$ cat src/rtl/biriscv_multiplier_iter_if.sv
// Issue and writeback handshake bundle for the iterative multiplier.
// Signal suffixes give direction as seen from the multiplier (slave).
interface biriscv_multiplier_iter_if;
    logic        opcode_valid_i;
    logic        opcode_ready_o;
    logic [1:0]  opcode_op_i;
    logic [4:0]  opcode_rd_idx_i;
    logic [31:0] opcode_ra_operand_i;
    logic [31:0] opcode_rb_operand_i;
    logic        flush_i;
    logic        writeback_valid_o;
    logic        writeback_ready_i;
    logic [31:0] writeback_value_o;
    logic [4:0]  writeback_rd_idx_o;
    logic        busy_o;

    modport slave (
        input  opcode_valid_i,
        output opcode_ready_o,
        input  opcode_op_i,
        input  opcode_rd_idx_i,
        input  opcode_ra_operand_i,
        input  opcode_rb_operand_i,
        input  flush_i,
        output writeback_valid_o,
        input  writeback_ready_i,
        output writeback_value_o,
        output writeback_rd_idx_o,
        output busy_o
    );

    modport master (
        output opcode_valid_i,
        input  opcode_ready_o,
        output opcode_op_i,
        output opcode_rd_idx_i,
        output opcode_ra_operand_i,
        output opcode_rb_operand_i,
        output flush_i,
        input  writeback_valid_o,
        output writeback_ready_i,
        input  writeback_value_o,
        input  writeback_rd_idx_o,
        input  busy_o
    );
endinterface

$ cat src/rtl/biriscv_multiplier_iter.sv
// Iterative RV32M multiplier (MUL/MULH/MULHSU/MULHU): one CHUNK_W-wide slice of B
// is multiplied against the 33-bit extended A and accumulated into a 64-bit sum each cycle.
module biriscv_multiplier_iter #(
    parameter int unsigned CHUNK_W = 16
) (
    input  logic                       clk_i,
    input  logic                       rst_i,
    biriscv_multiplier_iter_if.slave   bus
);

    localparam int unsigned NCHUNK = 32 / CHUNK_W;
    localparam int unsigned CNT_W  = (NCHUNK > 1) ? $clog2(NCHUNK) : 1;

    localparam logic [1:0] OpMul    = 2'd0;
    localparam logic [1:0] OpMulh   = 2'd1;
    localparam logic [1:0] OpMulhsu = 2'd2;

    generate
        if ((CHUNK_W == 0) || ((32 % CHUNK_W) != 0)) begin : g_bad_chunk
            $error("CHUNK_W must divide 32");
        end
    endgenerate

    typedef enum logic [1:0] {StIdle, StCalc, StDone} state_e;

    state_e             state_q, state_d;
    logic [31:0]        a_q, a_d;
    logic [31:0]        b_q, b_d;
    logic [1:0]         op_q, op_d;
    logic [4:0]         rd_q, rd_d;
    logic [63:0]        acc_q, acc_d;
    logic [CNT_W-1:0]   cnt_q, cnt_d;
    logic               ready_q, ready_d;
    logic               busy_q, busy_d;
    logic               wb_valid_q, wb_valid_d;
    logic [31:0]        wb_value_q, wb_value_d;
    logic [4:0]         wb_rd_q, wb_rd_d;

    logic signed [32:0]         a_ext;
    logic [5:0]                 shamt;
    logic [31:0]                b_shift;
    logic [CHUNK_W-1:0]         b_chunk;
    logic                       top_chunk;
    logic signed [CHUNK_W:0]    b_ext;
    logic signed [CHUNK_W+33:0] prod;
    logic signed [127:0]        prod_sx;
    logic [63:0]                acc_sum;

    // Slice datapath: signed 33 x (CHUNK_W+1) product, sign-extended, then placed by chunk index.
    always_comb begin
        a_ext     = ((op_q == OpMulh) || (op_q == OpMulhsu)) ? {a_q[31], a_q} : {1'b0, a_q};
        shamt     = 6'(32'(cnt_q) * CHUNK_W);
        b_shift   = b_q >> shamt;
        b_chunk   = b_shift[CHUNK_W-1:0];
        top_chunk = (cnt_q == CNT_W'(NCHUNK - 1));
        b_ext     = {top_chunk && (op_q == OpMulh) && b_chunk[CHUNK_W-1], b_chunk};
        prod      = a_ext * b_ext;
        prod_sx   = 128'(prod);
        acc_sum   = acc_q + (prod_sx[63:0] << shamt);
    end

    always_comb begin
        state_d    = state_q;
        a_d        = a_q;
        b_d        = b_q;
        op_d       = op_q;
        rd_d       = rd_q;
        acc_d      = acc_q;
        cnt_d      = cnt_q;
        ready_d    = ready_q;
        busy_d     = busy_q;
        wb_valid_d = wb_valid_q;
        wb_value_d = wb_value_q;
        wb_rd_d    = wb_rd_q;

        case (state_q)
            StIdle: begin
                if (bus.opcode_valid_i) begin
                    a_d     = bus.opcode_ra_operand_i;
                    b_d     = bus.opcode_rb_operand_i;
                    op_d    = bus.opcode_op_i;
                    rd_d    = bus.opcode_rd_idx_i;
                    acc_d   = '0;
                    cnt_d   = '0;
                    state_d = StCalc;
                    ready_d = 1'b0;
                    busy_d  = 1'b1;
                end
            end
            StCalc: begin
                acc_d = acc_sum;
                cnt_d = cnt_q + CNT_W'(1);
                if (top_chunk) begin
                    state_d    = StDone;
                    wb_valid_d = 1'b1;
                    wb_value_d = (op_q == OpMul) ? acc_sum[31:0] : acc_sum[63:32];
                    wb_rd_d    = rd_q;
                end
            end
            StDone: begin
                if (bus.writeback_ready_i) begin
                    state_d    = StIdle;
                    wb_valid_d = 1'b0;
                    ready_d    = 1'b1;
                    busy_d     = 1'b0;
                end
            end
            default: begin
                state_d    = StIdle;
                wb_valid_d = 1'b0;
                ready_d    = 1'b1;
                busy_d     = 1'b0;
            end
        endcase

        // Flush wins over accept and over a same-cycle writeback handshake.
        if (bus.flush_i) begin
            state_d    = StIdle;
            wb_valid_d = 1'b0;
            ready_d    = 1'b1;
            busy_d     = 1'b0;
        end
    end

    always_ff @(posedge clk_i or posedge rst_i) begin
        if (rst_i) begin
            state_q    <= StIdle;
            a_q        <= '0;
            b_q        <= '0;
            op_q       <= '0;
            rd_q       <= '0;
            acc_q      <= '0;
            cnt_q      <= '0;
            ready_q    <= 1'b1;
            busy_q     <= 1'b0;
            wb_valid_q <= 1'b0;
            wb_value_q <= '0;
            wb_rd_q    <= '0;
        end else begin
            state_q    <= state_d;
            a_q        <= a_d;
            b_q        <= b_d;
            op_q       <= op_d;
            rd_q       <= rd_d;
            acc_q      <= acc_d;
            cnt_q      <= cnt_d;
            ready_q    <= ready_d;
            busy_q     <= busy_d;
            wb_valid_q <= wb_valid_d;
            wb_value_q <= wb_value_d;
            wb_rd_q    <= wb_rd_d;
        end
    end

    assign bus.opcode_ready_o     = ready_q;
    assign bus.busy_o             = busy_q;
    assign bus.writeback_valid_o  = wb_valid_q;
    assign bus.writeback_value_o  = wb_value_q;
    assign bus.writeback_rd_idx_o = wb_rd_q;

endmodule

$ cat src/flat_wrapper.sv
// flat-port wrapper written by rule: the top's interface ports become plain ports
module biriscv_multiplier_iter_flat 
#(
    parameter int unsigned CHUNK_W = 16
)
  (clk_i, rst_i, bus_opcode_valid_i, bus_opcode_ready_o, bus_opcode_op_i, bus_opcode_rd_idx_i, bus_opcode_ra_operand_i, bus_opcode_rb_operand_i, bus_flush_i, bus_writeback_valid_o, bus_writeback_ready_i, bus_writeback_value_o, bus_writeback_rd_idx_o, bus_busy_o);
  biriscv_multiplier_iter_if bus_i ();
  input  logic clk_i;
  input  logic rst_i;
  input wire logic [$bits(bus_i.opcode_valid_i)-1:0] bus_opcode_valid_i;
  output wire logic [$bits(bus_i.opcode_ready_o)-1:0] bus_opcode_ready_o;
  input wire logic [$bits(bus_i.opcode_op_i)-1:0] bus_opcode_op_i;
  input wire logic [$bits(bus_i.opcode_rd_idx_i)-1:0] bus_opcode_rd_idx_i;
  input wire logic [$bits(bus_i.opcode_ra_operand_i)-1:0] bus_opcode_ra_operand_i;
  input wire logic [$bits(bus_i.opcode_rb_operand_i)-1:0] bus_opcode_rb_operand_i;
  input wire logic [$bits(bus_i.flush_i)-1:0] bus_flush_i;
  output wire logic [$bits(bus_i.writeback_valid_o)-1:0] bus_writeback_valid_o;
  input wire logic [$bits(bus_i.writeback_ready_i)-1:0] bus_writeback_ready_i;
  output wire logic [$bits(bus_i.writeback_value_o)-1:0] bus_writeback_value_o;
  output wire logic [$bits(bus_i.writeback_rd_idx_o)-1:0] bus_writeback_rd_idx_o;
  output wire logic [$bits(bus_i.busy_o)-1:0] bus_busy_o;
  assign bus_i.opcode_valid_i = bus_opcode_valid_i;
  assign bus_opcode_ready_o = bus_i.opcode_ready_o;
  assign bus_i.opcode_op_i = bus_opcode_op_i;
  assign bus_i.opcode_rd_idx_i = bus_opcode_rd_idx_i;
  assign bus_i.opcode_ra_operand_i = bus_opcode_ra_operand_i;
  assign bus_i.opcode_rb_operand_i = bus_opcode_rb_operand_i;
  assign bus_i.flush_i = bus_flush_i;
  assign bus_writeback_valid_o = bus_i.writeback_valid_o;
  assign bus_i.writeback_ready_i = bus_writeback_ready_i;
  assign bus_writeback_value_o = bus_i.writeback_value_o;
  assign bus_writeback_rd_idx_o = bus_i.writeback_rd_idx_o;
  assign bus_busy_o = bus_i.busy_o;
  biriscv_multiplier_iter #(.CHUNK_W(CHUNK_W)) u_core (.clk_i(clk_i), .rst_i(rst_i), .bus(bus_i));
endmodule
$ cat config.mk
export PLATFORM = sky130hd
export DESIGN_NAME = biriscv_multiplier_iter_flat
export DESIGN_NICKNAME = d
export VERILOG_FILES = /design/src/rtl/biriscv_multiplier_iter_if.sv /design/src/rtl/biriscv_multiplier_iter.sv /design/src/flat_wrapper.sv
export SDC_FILE = /design/constraint.sdc
export NUM_CORES = 2
export LEC_CHECK = 0
export BUFFER_PORTS_ARGS = -buffer_cell sky130_fd_sc_hd__buf_2
export CAP_MARGIN = 20
export CELL_PAD_IN_SITES_DETAIL_PLACEMENT = 1
export CELL_PAD_IN_SITES_GLOBAL_PLACEMENT = 2
export CORE_MARGIN = 8
export CORE_UTILIZATION = 45
export DETAILED_ROUTE_END_ITERATION = 10
export PLACE_DENSITY = 0.95
export SLEW_MARGIN = 20
export SYNTH_ARGS = -nofsm -noshare
export SYNTH_HDL_FRONTEND = slang
export SYNTH_SLANG_ARGS = --single-unit
$ cat constraint.sdc
create_clock -name clk_i -period 23.6 [get_ports clk_i]
set_clock_uncertainty 0.2 [all_clocks]
set_input_delay 5.9 -clock clk_i [delete_from_list [all_inputs] [get_ports clk_i]]
set_output_delay 5.9 -clock clk_i [all_outputs]
set_load 0.02 [all_outputs]
==> results.md <==
- IO Count: around 120
- Area leader, netlist: fa_1
- Syn. warnings: 0
- # port buffers: 115
- Hold-fix buffers at CTS: 0
- WP data required: ~24000 ps
- First-pass GRT wire length: about 150 mm
- Fraction of registers with async set/reset: 1.00
- Placement Cell Area: roughly 0.032 mm^2
- Main flop type after synthesis: dfrtp_1
- Setup TNS: 0 ps
- Vias in the first global route: approximately 26k
- Site Rows: 95
- Max stage delay on crit path: approximately 900 ps
- Final hold slack: 285 ps
- Via density: roughly 5.5
- Post-Synthesis Cells: 3365
- Number of synthesized register bits: 178
- Nets: roughly 4.1k
- Final Max Slew Viols: 0
- Crit Path Class: reg -> reg
- Detailed-route DRC error count: 0
- Critical Path AT: 11950 ps
- MaxCap Viol Count: 0
- Root buffer cell: clkbuf_16
- CP Capture Type: flop
- Avg WL per Cell: 22.2 um
- Synthesized area: about 0.031 mm^2
- Vias: around 23k
- Most common cell on crit path: fa_1
- Total iterations of the first detailed-routing run: 5
- Number of synthesized flops with an enable pin: 0
- Design area: ~0.032 mm^2
- Synth area leaders: fa_1, dfrtp_1, inv_1
- CP max FO: 69
- Worst path top cell family by delay: adder cells
- CP Buf/Inv Count: 6
- Initial antenna violation count: 3
- Unrepaired setup endpoints after global routing: false
- H-tree levels: 4
- Startpoint class of the critical path: flop
- Number of buffers created by CTS: 17
- Final Hold Fails: 0
- ANT nets after route: 0
- Avg Inst Size Synth: between 9 and 10 um^2
- Post_cts resized: 0
- Largest net degree at the start of global routing: 120
- Synthesized Nets: between 4k and 5k
- Detailed Route Iter0 Violations: around 1.4k
- Fin crit period: 11750 ps
- Clock latency on the worst-skew pair: 530 ps
- Post-synth top area share: 0.351
- Die area: around 0.077 mm^2
- GP Congestion: ~0.90
- All-layer global routing usage: 0.253
- Worst Tran Pin Value: 942 ps
- Hpwl dp: 75.0 mm
- Final period util: 0.498
- Starting Density: 0.456
- Slowest CP cell: mux2_2
- Fmax: approximately 85 MHz
- Clock Tree Buf Depth: 2
- # setup viols final: 0
- CTS clk-pin slew, worst paths: about 80 ps
- Sequential element share of the synthesized area: 0.145
- Core area: slightly below 0.07 mm^2
- GRT Residual Overflow: 0
- Unique masters post-synth: just under 90
- Synth-to-Final Area Change: 5.87%
- Worst min path class: reg -> reg
- Chip Width: between 200 and 300 um
- Postcts setup bufs: 0
- CTS tree: yes
- Status: finished, final reports clean
- Chip Height: roughly 280 um
- Layout cell share with drive strength beyond 1: 0.0896
- CTS sink count: 178
- Routed WL: roughly 94 mm
- Max transition margin: 0.372
==> logic make-up (layout without fill, tap and decap cells) <==
| family | Yosys count | in the layout | share of synthesized area |
|---|---|---|---|
| AND/OR/NAND/NOR | 954 | 954 | 0.148 |
| AO/OA/AOI/OAI | 491 | 491 | 0.108 |
| XOR/XNOR | 109 | 109 | 0.0316 |
| adder cells (fa/ha/maj) | 722 | 722 | 0.426 |
| other | 0 | 1 | 0 |
| buffers and inverters | 792 | 787 | 0.0987 |
| multiplexers | 119 | 119 | 0.0426 |
| flip-flops | 178 | 178 | 0.145 |
==> cell usage after synthesis, types with 4 or more instances <==
cell type  count
nand4_1       13
and2_1       161
a21oi_2        4
mux2i_1       27
inv_1        623
nor3_1        23
buf_1         14
o21bai_1      26
or3_1          5
xnor2_1       73
nor2b_1       84
nand2_1      464
o31ai_1        7
nand3_1       26
and3_1        14
o21ai_1       18
clkbuf_1     134
ha_1         184
xor2_1        35
a21oi_1      129
a22o_1        54
mux2_2        92
a211o_1        6
nor2_1       113
a221o_1        4
a21o_1        62
nand2b_1      11
o211ai_1       9
or2_2          8
fa_1         538
o21ai_0       84
a211oi_1       6
buf_2         13
dfrtp_1      177
a22oi_1        7
a31oi_1       12
o2111ai_1      4
and4_1         6
o21a_1        18
nor3b_1        6
==> layout by cell type, fill, tap and decap left out, drive strengths merged, types with 4 or more instances in the layout <==
cell,count
a211o,6
a211oi,8
a21o,63
a21oi,133
a221o,4
a22o,54
a22oi,7
a31oi,13
and2,162
and3,14
and4,6
buf,130
clkbuf,19
clkinv,4
dfrtp,177
fa,538
ha,184
inv,632
mux2,92
mux2i,27
nand2,465
nand2b,11
nand3,26
nand4,13
nor2,113
nor2b,84
nor3,25
nor3b,7
o2111ai,4
o211ai,9
o21a,18
o21ai,104
o21bai,26
o31ai,10
or2,10
or3,5
xnor2,73
xor2,35
==> worst paths after layout <==
kind | slack [ps] | from | to | cells past startpoint
setup / recovery | 11850 | u_core.cnt_q$_DFFE_PP0P_ | u_core.bus.writeback_value_o[28]$_DFFE_PP0P_ | 39
hold / removal | 290 | u_core.rd_q[1]$_DFFE_PP0P_ | u_core.bus.writeback_rd_idx_o[1]$_DFFE_PP0P_ | 2
setup reg to reg | 11850 | u_core.cnt_q$_DFFE_PP0P_ | u_core.bus.writeback_value_o[28]$_DFFE_PP0P_ | 39
hold reg to reg | 290 | u_core.rd_q[1]$_DFFE_PP0P_ | u_core.bus.writeback_rd_idx_o[1]$_DFFE_PP0P_ | 2
max in group asynchronous | 16950 | rst_i | u_core.acc_q[28]$_DFFE_PP0P_ | 3
min in group asynchronous | 5120 | rst_i | u_core.a_q[6]$_DFFE_PP0P_ | 2
==> registers in the layout, summed over array words and instances, names as in the netlist <==
register	count
u_core.op_q	2
u_core.acc_q	64
u_core.bus.writeback_valid_o	1
u_core.b_q	32
u_core.bus.writeback_rd_idx_o	5
u_core.rd_q	5
u_core.bus.busy_o	1
u_core.cnt_q	1
u_core.state_q	2
u_core.bus.opcode_ready_o	1
u_core.bus.writeback_value_o	32
u_core.a_q	32
==> worst register-to-register path: cells and delay by family, from the launching register on <==
| kind | cells | cell delay, ps |
|---|---|---|
| AO/OA/AOI/OAI | 16 | 3830 |
| XOR/XNOR | 1 | 140 |
| adder cells (fa/ha/maj) | 8 | 3980 |
| buffers and inverters | 6 | 950 |
| flip-flops | 1 | 350 |
| multiplexers | 1 | 1000 |
| AND/OR/NAND/NOR | 7 | 1200 |
==> layout make-up <==
type	count	area (um^2)
Sequential cell	178	4460
Clock inverter	13	159
Antenna cell	1	2.50
Inverter	625	2350
Tap cell	873	1090
Timing Repair Buffer	130	708
Clock buffer	19	453
Multi-Input combinational cell	2395	23200
Fill cell	7792	34800
==> metrics by stage <==
stage | utilization | cells | setup slack (ps)
4_1_cts | 0.482 | 4232 | 11920
3_5_place_dp | 0.473 | 4200 | 12010
6_report | 0.482 | 4234 | 11850
3_3_place_gp | 0.473 | 4200 | 12170
5_1_grt | 0.482 | 4233 | 11250
2_1_floorplan | - | 3365 | 12670
==> layer usage <==
| layer | track usage | share of wire | wire length [um] | vias up |
|---|---|---|---|---|
| li1 | - | - | - | 10400 |
| met1 | 0.343 | 0.44 | 41600 | 12200 |
| met2 | 0.404 | 0.47 | 43800 | 658 |
| met3 | 0.0490 | 0.060 | 5680 | 159 |
| met4 | 0.0849 | 0.032 | 3010 | 0 |
| met5 | 0 | 0 | 0 | - |
Power is not shown: default switching activity piles up to over one toggle a cycle in this logic, so the estimate is an artifact.
